--- config.mk ---
export PLATFORM = sky130hd
export DESIGN_NAME = reg_writeback_queue
export DESIGN_NICKNAME = d
export VERILOG_FILES = /design/src/rtl/reg_writeback_queue.sv
export SDC_FILE = /design/constraint.sdc
export NUM_CORES = 1
export LEC_CHECK = 0
export CAP_MARGIN = 40
export CORE_MARGIN = 3
export CORE_UTILIZATION = 55
export CTS_CLUSTER_DIAMETER = 120
export CTS_CLUSTER_SIZE = 14
export DETAILED_ROUTE_END_ITERATION = 10
export DONT_BUFFER_PORTS = 1
export PLACE_DENSITY = 0.7
export SLEW_MARGIN = 25
export SYNTH_ARGS = -nofsm -noshare
export SYNTH_HDL_FRONTEND = slang
export SYNTH_SLANG_ARGS = --single-unit
--- constraint.sdc ---
create_clock -name clk -period 8.35 [get_ports clk]
set_input_delay 1.2525 -clock clk [delete_from_list [all_inputs] [get_ports clk]]
set_output_delay 1.2525 -clock clk [all_outputs]
set_load 0.01 [all_outputs]
--- src/rtl/reg_writeback_queue.sv ---
// In-order write-back queue feeding the register-file write port.
// It also offers a youngest-match forwarding lookup over the pending entries.
module reg_writeback_queue #(
    parameter int DEPTH  = 4,
    parameter int ADDR_W = 5,
    parameter int DATA_W = 32
) (
    input  logic                         clk,
    input  logic                         rst,
    input  logic                         in_valid,
    output logic                         in_ready,
    input  logic [ADDR_W-1:0]            in_addr,
    input  logic [DATA_W-1:0]            in_data,
    input  logic                         hold,
    output logic                         write_enable,
    output logic [ADDR_W-1:0]            write_addr,
    output logic [DATA_W-1:0]            write_data,
    input  logic [ADDR_W-1:0]            query_addr,
    output logic                         query_hit,
    output logic [DATA_W-1:0]            query_data,
    output logic [$clog2(DEPTH):0]       count,
    output logic                         empty
);
    localparam int PTR_W = $clog2(DEPTH);
    localparam int CNT_W = PTR_W + 1;
    localparam logic [CNT_W-1:0] DEPTH_C = CNT_W'(DEPTH);

    logic [ADDR_W-1:0] addr_q [DEPTH];
    logic [DATA_W-1:0] data_q [DEPTH];
    logic [DEPTH-1:0]  vld_q, vld_d;
    logic [PTR_W-1:0]  rd_ptr_q, rd_ptr_d;
    logic [PTR_W-1:0]  wr_ptr_q, wr_ptr_d;
    logic [CNT_W-1:0]  count_q, count_d;
    logic              push, pop;

    assign in_ready     = (count_q < DEPTH_C);
    assign empty        = (count_q == '0);
    assign count        = count_q;
    assign write_enable = !empty && !hold;
    assign write_addr   = write_enable ? addr_q[rd_ptr_q] : '0;
    assign write_data   = write_enable ? data_q[rd_ptr_q] : '0;

    // x0 writes complete the handshake but never occupy an entry
    assign push = in_valid && in_ready && (in_addr != '0);
    assign pop  = write_enable;

    always_comb begin
        rd_ptr_d = pop  ? rd_ptr_q + PTR_W'(1) : rd_ptr_q;
        wr_ptr_d = push ? wr_ptr_q + PTR_W'(1) : wr_ptr_q;
        vld_d    = vld_q;
        if (pop)
            vld_d[rd_ptr_q] = 1'b0;
        if (push)
            vld_d[wr_ptr_q] = 1'b1;
        case ({push, pop})
            2'b10:   count_d = count_q + CNT_W'(1);
            2'b01:   count_d = count_q - CNT_W'(1);
            default: count_d = count_q;
        endcase
    end

    always_ff @(posedge clk) begin
        if (rst) begin
            rd_ptr_q <= '0;
            wr_ptr_q <= '0;
            count_q  <= '0;
            vld_q    <= '0;
        end else begin
            rd_ptr_q <= rd_ptr_d;
            wr_ptr_q <= wr_ptr_d;
            count_q  <= count_d;
            vld_q    <= vld_d;
        end
    end

    always_ff @(posedge clk) begin
        if (push && !rst) begin
            addr_q[wr_ptr_q] <= in_addr;
            data_q[wr_ptr_q] <= in_data;
        end
    end

    // Walk oldest to youngest so the last match seen is the youngest one
    always_comb begin
        query_hit  = 1'b0;
        query_data = '0;
        for (int k = 0; k < DEPTH; k++) begin
            if (vld_q[rd_ptr_q + PTR_W'(k)] && (addr_q[rd_ptr_q + PTR_W'(k)] == query_addr)
                && (query_addr != '0)) begin
                query_hit  = 1'b1;
                query_data = data_q[rd_ptr_q + PTR_W'(k)];
            end
        end
    end

endmodule

* After elaboration in Yosys (flattened, before gate mapping)
Memory sizes are Yosys's and may differ from the RTL's. A register that Yosys moved wholly into a read port is not among the register bits. Index checks and enable logic that the tools add are counted.
Storage, ports and cells: bits of input ports 46, register bits 11, memory bits (writable) 148, memories kept 2
Memories:
- data_q | depth 4, bits a word 32, rd ports 4, clocked after Yosys merged registers in 1, write ports 1, RTL line 29 | logic [DATA_W-1:0] data_q [DEPTH];
- addr_q | depth 4, bits a word 5, rd ports 4, clocked after Yosys merged registers in 1, write ports 1, RTL line 28 | logic [ADDR_W-1:0] addr_q [DEPTH];
Operators by class: reductions and logical operators 21, bitwise logic cells 3, magnitude comparators 8, mux-type cells 31, add/subtract/negate cells 6, equal/unequal tests 6
Operator list (count):
- two-way mux 32 bit | 5
- == test 5 bit | 4
- < comparator 2 x 3 -> 1 bit, second input constant | 5
- logical AND 1 bit | 14
- two-way mux 1 bit | 12
- nonzero test 5 bit | 2
- binary-select mux 1 bit (select 2 bit) | 4
- two-way mux 2 bit | 4
- two-way mux 4 bit | 2
- case mux 3 bit (2 select lines) | 1
- two-way mux 5 bit | 1
- adder 2 x 1 -> 2 bit, second input constant | 2
- adder 2 bit, second input constant | 2
- AND 4 bit | 1
- demux 1 bit (select 2 bit) | 2
- >= comparator 2 x 1 -> 1 bit, second input constant | 2
- NOT 4 bit | 1
- OR 4 bit | 1
- adder 3 x 1 -> 3 bit, second input constant | 1
- zero test 1 bit | 3
- zero test 3 bit | 1
- < comparator 3 bit, second input constant | 1
- subtractor 3 x 1 -> 3 bit, second input constant | 1
- == test 2 x 1 -> 1 bit, second input constant | 1
- other kinds (2) | 2

* Longest topological paths before layout
Gate-level depths: netlist of run 1.
depth after elaboration 9, mapped depth 16, mapped depth without buffers 8

* Worst setup path before layout of run 1
OpenSTA, ideal clock, no wires.
kind reg-to-output, start reg rd_ptr_q[0], end out query_data[10], path slack 3.350 ns, stages on the path, launching flop included 16, arrival 3.747 ns, cells stage by stage dfxtp_1 > buf_6 > buf_8 > buf_6 > buf_2 > buf_2 > inv_1 > ha_1 > buf_4 > mux4_2 > xnor2_1 > and4_1 > a211oi_4 > buf_6 > a221oi_1 > o22ai_1
On the way: longest elaborated chain between the ends 8, elaborated cells on any way between the ends 28
Ends and longest elaborated chain:
- start, declared | RTL line 31 | logic [PTR_W-1:0] rd_ptr_q, rd_ptr_d;
- start signal, assigned | RTL line 69 | rd_ptr_q <= rd_ptr_d;
- adder 2 x 1 -> 2 bit / binary-select mux 1 bit (select 2 bit) (equally long branches) | RTL line 88, 91
- memory read (4 x 5 bit) (tied with other cells)
- == test 5 bit (tied with other cells) | RTL line 88 | if (vld_q[rd_ptr_q + PTR_W'(k)] && (addr_q[rd_ptr_q + PTR_W'(k)] == query_addr)
- logical AND 1 bit, on equally long branches | RTL line 88, 89
- logical AND 1 bit / two-way mux 32 bit (equally long branches) | RTL line 89, 88
- two-way mux 32 bit (2 in a row) | RTL line 88
- two-way mux 32 bit * | RTL line 88
- end, declared | RTL line 20 | output logic [DATA_W-1:0] query_data,
Every way passes the cells marked *; elsewhere a longest branch is shown, timed or not. The select of a mux whose other input is x is not followed.

* Final worst setup path of run 1
start reg rd_ptr_q[0], end out query_data[13]
Same word-level chain as after synthesis.

==> results of run 1 <==
## power by group through the flow
stage,registers (mW),logic (mW),clock network [mW]
4_1_cts,1.07,1.39,0.731
5_1_grt,1.04,1.57,0.769
2_1_floorplan,0.999,1.20,0
3_3_place_gp,1.08,1.31,0
3_5_place_dp,1.09,1.38,0
6_report,1.03,1.44,0.718
## area by class of cell
cell class                      instances  area, µm²
Multi-Input combinational cell        507       4900
Tap cell                              225        282
Clock inverter                         10       87.6
Fill cell                            1326       6810
Clock buffer                           22        464
Timing Repair Buffer                   17        233
Sequential cell                       161       4710
Inverter                               12       45.0
## routing by layer
| layer | vias up | GRT usage | routed length, µm |
|---|---|---|---|
| met3 | 32 | 0.0706 | 2160 |
| met4 | 0 | 0.0836 | 436 |
| met1 | 3257 | 0.308 | 9180 |
| met5 | - | 0 | 0 |
| met2 | 303 | 0.403 | 11900 |
| li1 | 2928 | - | - |
## registers in the layout, summed over array words and instances (netlist names), named ones only
register / flops
data_q: 128
rd_ptr_q: 2
addr_q: 20
vld_q: 4
wr_ptr_q: 2
count: 3
## metrics by stage
step           instance area [µm²]  instances  setup slack [ps]   util  total power [mW]
2_1_floorplan                 9980        750              3350      -              2.20
3_3_place_gp                 10000        916              2670  0.571              2.39
3_5_place_dp                 10100        920              2640  0.577              2.47
4_1_cts                      10700        952              2190  0.608              3.19
5_1_grt                      10700        954              2370  0.611              3.38
6_report                     10700        954              2590  0.611              3.19
## worst max-delay path: cells and delay by family (launching register included)
family | cells | cell delay, ps
and+or+nand+nor | 2 | 1170
buffers and inverters | 3 | 1060
AOI/OAI and AO/OA | 3 | 770
muxes | 1 | 530
DFF | 1 | 480
## cells in the mapped netlist, types with 2 or more instances
cell type | number | share of area
edfxtp_1 | 148 | 0.45
mux4_2 | 89 | 0.20
nor2_1 | 75 | 0.028
a21oi_1 | 63 | 0.032
and2_1 | 41 | 0.026
mux2_2 | 35 | 0.039
mux2i_1 | 33 | 0.033
o22ai_1 | 32 | 0.020
clkbuf_1 | 29 | 0.011
a221oi_1 | 27 | 0.024
o21ai_0 | 24 | 0.012
xnor2_1 | 23 | 0.020
buf_2 | 20 | 0.010
dfxtp_1 | 13 | 0.026
inv_1 | 12 | 0.0045
nand2_1 | 10 | 0.0038
ha_1 | 9 | 0.011
o21ai_1 | 9 | 0.0045
buf_1 | 8 | 0.0030
buf_6 | 6 | 0.0068
buf_4 | 5 | 0.0038
a31o_2 | 4 | 0.0035
nand4_1 | 4 | 0.0025
a221oi_2 | 3 | 0.0045
nand3_1 | 3 | 0.0015
a211oi_1 | 2 | 0.0015
and4_1 | 2 | 0.0018
nand2b_1 | 2 | 0.0013
or3_1 | 2 | 0.0013
xor2_1 | 2 | 0.0018
## cells by family (layout without fill, tap and decap cells)
| group | Yosys count | count (layout) |
|---|---|---|
| muxes | 157 | 157 |
| xor gates and xnor gates | 25 | 25 |
| DFF | 161 | 161 |
| adders and majority gates | 10 | 10 |
| buffers and inverters | 82 | 61 |
| and+or+nand+nor | 145 | 145 |
| AOI/OAI and AO/OA | 170 | 170 |
## path summary, 6_finish.rpt
| check | cells past startpoint | to | slack (ps) | start |
|---|---|---|---|---|
| setup / recovery | 9 | query_data[13] | 2590 | rd_ptr_q[0] |
| hold / removal | 2 | count[2] | 570 | count[2] |
| setup reg to reg | 8 | count[2] | 5740 | count[0] |
| hold reg to reg | 2 | count[2] | 570 | count[2] |
==> impl_metrics.env, run 1 <==
export IMPL_ys_warn_count=0
export IMPL_post_cts_resized=0
export IMPL_final_cell_mix="148 x edfxtp_1, 89 x mux4_2, 73 x nor2_1"
export IMPL_worstHoldPathType="flop to flop"
export IMPL_synthAdderAreaFrac=0.0133
export IMPL_clockRootBuffer="clkbuf_16"
export IMPL_htree_levels=4
export IMPL_postSynthCellCount=750
export IMPL_cpMaxStageDelayCell="and4_2"
export IMPL_ys_flop_type="edfxtp_1"
export IMPL_die_width_um=141
export IMPL_cp_start_kind="flop"
export IMPL_async_flop_share=0
export IMPL_final_common_cell="edfxtp_1"
export IMPL_fin_crit_sh=0.690
export IMPL_antenna_found_initial=0
export IMPL_wl_per_cell_um=24.8
export IMPL_cts_tree="yes"
export IMPL_critical_path_arrival_ps=4510
export IMPL_dieArea_um2=19800
export IMPL_gp_congestion=0.891
export IMPL_crit_top_cell="buf_16"
export IMPL_power_frac_comb=0.453
export IMPL_cts_hold_buf=0
export IMPL_vias=6520
export IMPL_post_cts_setup_buffer_count=0
export IMPL_yosys_mux_area_fraction=0.273
export IMPL_routed_via_density=6.83
export IMPL_grt_max_degree=66
export IMPL_rsz0062_at_grt="no"
export IMPL_cp_max_fo=43
export IMPL_power_frac_seq=0.322
export IMPL_grt_pass1_vias=6561
export IMPL_synth_top_family_by_area="multiplexers"
export IMPL_drtPass1Iterations=5
export IMPL_core_rowCount=48
export IMPL_holdWs_ps=569
export IMPL_syn_area_um2=9980
export IMPL_synth_xor_area_frac=0.0219
export IMPL_worst_pin_slew_ps=816
export IMPL_peakVddDrop_mv=0.240
export IMPL_slew_headroom=0.456
export IMPL_syn2layout_area_growth_pct=7.46
export IMPL_ys_seq_area_frac=0.471
export IMPL_drv_slew=0
export IMPL_clkPwrFrac=0.225
export IMPL_ys_ff_latch=161
export IMPL_grt_overflow_total=0
export IMPL_max_clock_freq_mhz=174
export IMPL_drive_above_1_share=0.265
export IMPL_antennaDiodeCount=0
export IMPL_place_hpwl_um=15500
export IMPL_p_leak_nw=3.31
export IMPL_grt_use_total=0.243
export IMPL_syn_area_per_cell_um2=13.3
export IMPL_cts_clk_slew_worst_paths_ps=60
export IMPL_num_io_pins=122
export IMPL_cts_buffers=17
export IMPL_portBuffers=0
export IMPL_routed_wl_um=23700
export IMPL_synth_simple_gate_area_frac=0.0711
export IMPL_synth_net_count=806
export IMPL_setup_worst_path_end_class="output port"
export IMPL_clkLatencyLatePin_ps=430
export IMPL_path_cells="buf_16 -> buf_4 -> buf_16 -> mux4_2 -> a22o_1 -> nor4b_2 -> and4_2 -> a211oi_1 -> o22ai_1"
export IMPL_slowest_delay_ps=840
export IMPL_switchingPower_mw=1.15
export IMPL_synth_distinct_cells=45
export IMPL_status="finished, final reports clean"
export IMPL_core_um2=17500
export IMPL_nets=772
export IMPL_internal_power_mw=2.04
export IMPL_min_period_ps=5760
export IMPL_first_iter_violations=542
export IMPL_path_class="flop to output port"
export IMPL_power_density_nw_per_um2=297
export IMPL_drc=0
export IMPL_setup_violations=0
export IMPL_ant_nets=0
export IMPL_synth_compound_area_frac=0.108
export IMPL_fin_setup_tns_ps=0
export IMPL_cp_required_ps=7100
export IMPL_start_util=0.569
export IMPL_maxCapViolCount=0
export IMPL_skew_ps=4.13
export IMPL_grt_pass1_wl_um=37000
export IMPL_cts_buffer_depth=2
export IMPL_swShare=0.359
export IMPL_finalHoldViolCount=0
export IMPL_die_h_um=141
export IMPL_clock_sinks=161
export IMPL_synth_edff_count=148
Power figures use the tool's default switching activity.
==> inputs of run 2 (changes only) <==
--- a/config.mk
+++ b/config.mk
@@ -12,7 +12,7 @@
 export CTS_CLUSTER_SIZE = 14
 export DETAILED_ROUTE_END_ITERATION = 10
 export DONT_BUFFER_PORTS = 1
-export PLACE_DENSITY = 0.7
+export PLACE_DENSITY = 0.73
 export SLEW_MARGIN = 25
 export SYNTH_ARGS = -nofsm -noshare
 export SYNTH_HDL_FRONTEND = slang
==> constraint.sdc (replaced) <==
create_clock -name clk -period 4.7 [get_ports clk]
set_input_delay 0.705 -clock clk [delete_from_list [all_inputs] [get_ports clk]]
set_output_delay 0.705 -clock clk [all_outputs]
set_load 0.01 [all_outputs]
==> impl_metrics.env, run 2 (synthesis gave the netlist of run 1 again) <==
export IMPL_cts_buffers=17
export IMPL_cp_depth=9
export IMPL_gp_congestion=0.910
export IMPL_die_h_um=141
export IMPL_power_density_nw_per_um2=530
export IMPL_nets=788
export IMPL_cpMaxStageDelayCell="dfxtp_4"
export IMPL_worst_pin_slew_ps=716
export IMPL_drc=0
export IMPL_wl_per_cell_um=24.8
export IMPL_crit_path_end="query_data[28]"
export IMPL_portBuffers=0
export IMPL_path_cells="inv_1 -> ha_4 -> mux4_2 -> xnor2_1 -> and4_1 -> a211oi_4 -> buf_4 -> a221oi_1 -> o22ai_1"
export IMPL_cp_max_fo=32
export IMPL_fin_setup_tns_ps=0
export IMPL_antennaDiodeCount=0
export IMPL_cts_hold_buf=0
export IMPL_antenna_found_initial=0
export IMPL_fillers=1285
export IMPL_cp_required_ps=3990
export IMPL_rrSetupSlack_ps=2510
export IMPL_grt_pass1_vias=7066
export IMPL_drv_slew=0
export IMPL_dieArea_um2=19800
export IMPL_registers_top_by_ff_count="data_q"
export IMPL_clkLatencyLatePin_ps=420
export IMPL_vias=6799
export IMPL_cts_tree="yes"
export IMPL_grt_pass1_wl_um=38300
export IMPL_worst_path_buf_inv=2
export IMPL_internal_power_mw=3.72
export IMPL_core_rowCount=48
export IMPL_setup_worst_path_end_class="output port"
export IMPL_drtPass1Iterations=5
export IMPL_fin_crit_sh=0.945
export IMPL_grt_use_total=0.250
export IMPL_clockRootBuffer="clkbuf_16"
export IMPL_min_period_ps=4440
export IMPL_dpl_cell_count=931
export IMPL_power_total_mw=5.74
export IMPL_skew_ps=9.12
export IMPL_placed_cell_area_um2=10100
export IMPL_p_leak_nw=3.41
export IMPL_first_iter_violations=699
export IMPL_drive_above_1_share=0.275
export IMPL_r2r_start="count[2]"
export IMPL_routed_wl_um=24100
export IMPL_postLayoutCellArea_um2=10800
export IMPL_syn2layout_area_growth_pct=8.58
export IMPL_status="finished, final reports clean"
export IMPL_power_frac_comb=0.438
export IMPL_core_um2=17500
export IMPL_rsz0062_at_grt="no"
export IMPL_place_hpwl_um=15300
export IMPL_clkPwrFrac=0.242
export IMPL_cts_clk_slew_worst_paths_ps=60
export IMPL_power_frac_seq=0.320
export IMPL_num_io_pins=122
export IMPL_finalHoldViolCount=0
export IMPL_reg_top3="data_q: 128 flops, addr_q: 20 flops, vld_q: 4 flops"
export IMPL_pre_cts_ws_ps=607
export IMPL_critical_path_arrival_ps=3740
export IMPL_switchingPower_mw=2.02
export IMPL_r2r_end="count[2]"
export IMPL_fin_ws_ps=259
export IMPL_htree_levels=4
export IMPL_worstHoldPathType="primary input to flop"
export IMPL_peakVddDrop_mv=0.638
export IMPL_slowest_delay_ps=550
export IMPL_r2r_cells=8
export IMPL_cts_buffer_depth=2
export IMPL_final_cell_mix="148 x edfxtp_1, 89 x mux4_2, 73 x nor2_1"
export IMPL_largest_reg_flops=128
export IMPL_clock_sinks=161
export IMPL_swShare=0.352
export IMPL_grt_overflow_total=0
export IMPL_grt_max_degree=99
export IMPL_setup_violations=0
export IMPL_cp_start_kind="flop"
export IMPL_final_common_cell="edfxtp_1"
export IMPL_maxCapViolCount=0
export IMPL_slew_headroom=0.523
export IMPL_cp_startpoint="rd_ptr_q[0]"
export IMPL_routed_via_density=7.01
export IMPL_start_util=0.569
export IMPL_crit_family="compound AO/OA/AOI/OAI gates"
export IMPL_final_cells=970
export IMPL_ant_nets=0
export IMPL_path_class="flop to output port"
export IMPL_die_width_um=141
export IMPL_max_clock_freq_mhz=225
==> run 2: stage by stage <==
step,utilization,hold slack [ps]
after global placement,0.578,535
final,0.618,343
after global routing,0.618,321
after floorplan,-,512
after detailed placement,0.578,561
after CTS,0.612,327
==> run 2: what timing repair did <==
| action | in CTS | in global routing |
|---|---|---|
| resized for setup | 0 | 1 |
| setup buffers | 0 | 4 |
| endpoints found under the setup margin | 0 | 20 |
==> run 2: cell type report <==
cell class	instances	area (µm²)	share of cell area
tap	225	282	0.0260
sequential	161	4710	0.435
inverter	12	45.0	0.00416
clock inverter	6	108	0.00993
clock buffer	26	489	0.0452
timing repair buffer	33	298	0.0275
multi-input combinational	507	4900	0.452
==> run 2: worst min-delay path by stage <==
stage | from | to | slack (ps) | cells past startpoint
floorplan | vld_q[3] | vld_q[3] | 510 | 1
global placement | wr_ptr_q[1] | wr_ptr_q[1] | 540 | 2
detailed placement | wr_ptr_q[1] | wr_ptr_q[1] | 560 | 2
CTS | rst | rd_ptr_q[0] | 330 | 1
global route | rst | rd_ptr_q[0] | 320 | 1
finish | rst | rd_ptr_q[0] | 340 | 1
==> run 2: metal layers <==
layer | up-vias | global-route usage | wire [µm]
met3 | 66 | 0.0746 | 2320
met5 | - | 0 | 0
met2 | 356 | 0.404 | 11900
met1 | 3413 | 0.312 | 9160
li1 | 2964 | - | -
met4 | 0 | 0.115 | 715
==> run 2: power groups by stage <==
stage | registers (mW) | logic [mW] | clock network, mW
after floorplan | 1.77 | 2.13 | 0
after global placement | 1.85 | 2.38 | 0
after detailed placement | 1.87 | 2.47 | 0
after CTS | 1.84 | 2.48 | 1.41
after global routing | 1.86 | 2.73 | 1.48
final | 1.84 | 2.51 | 1.39
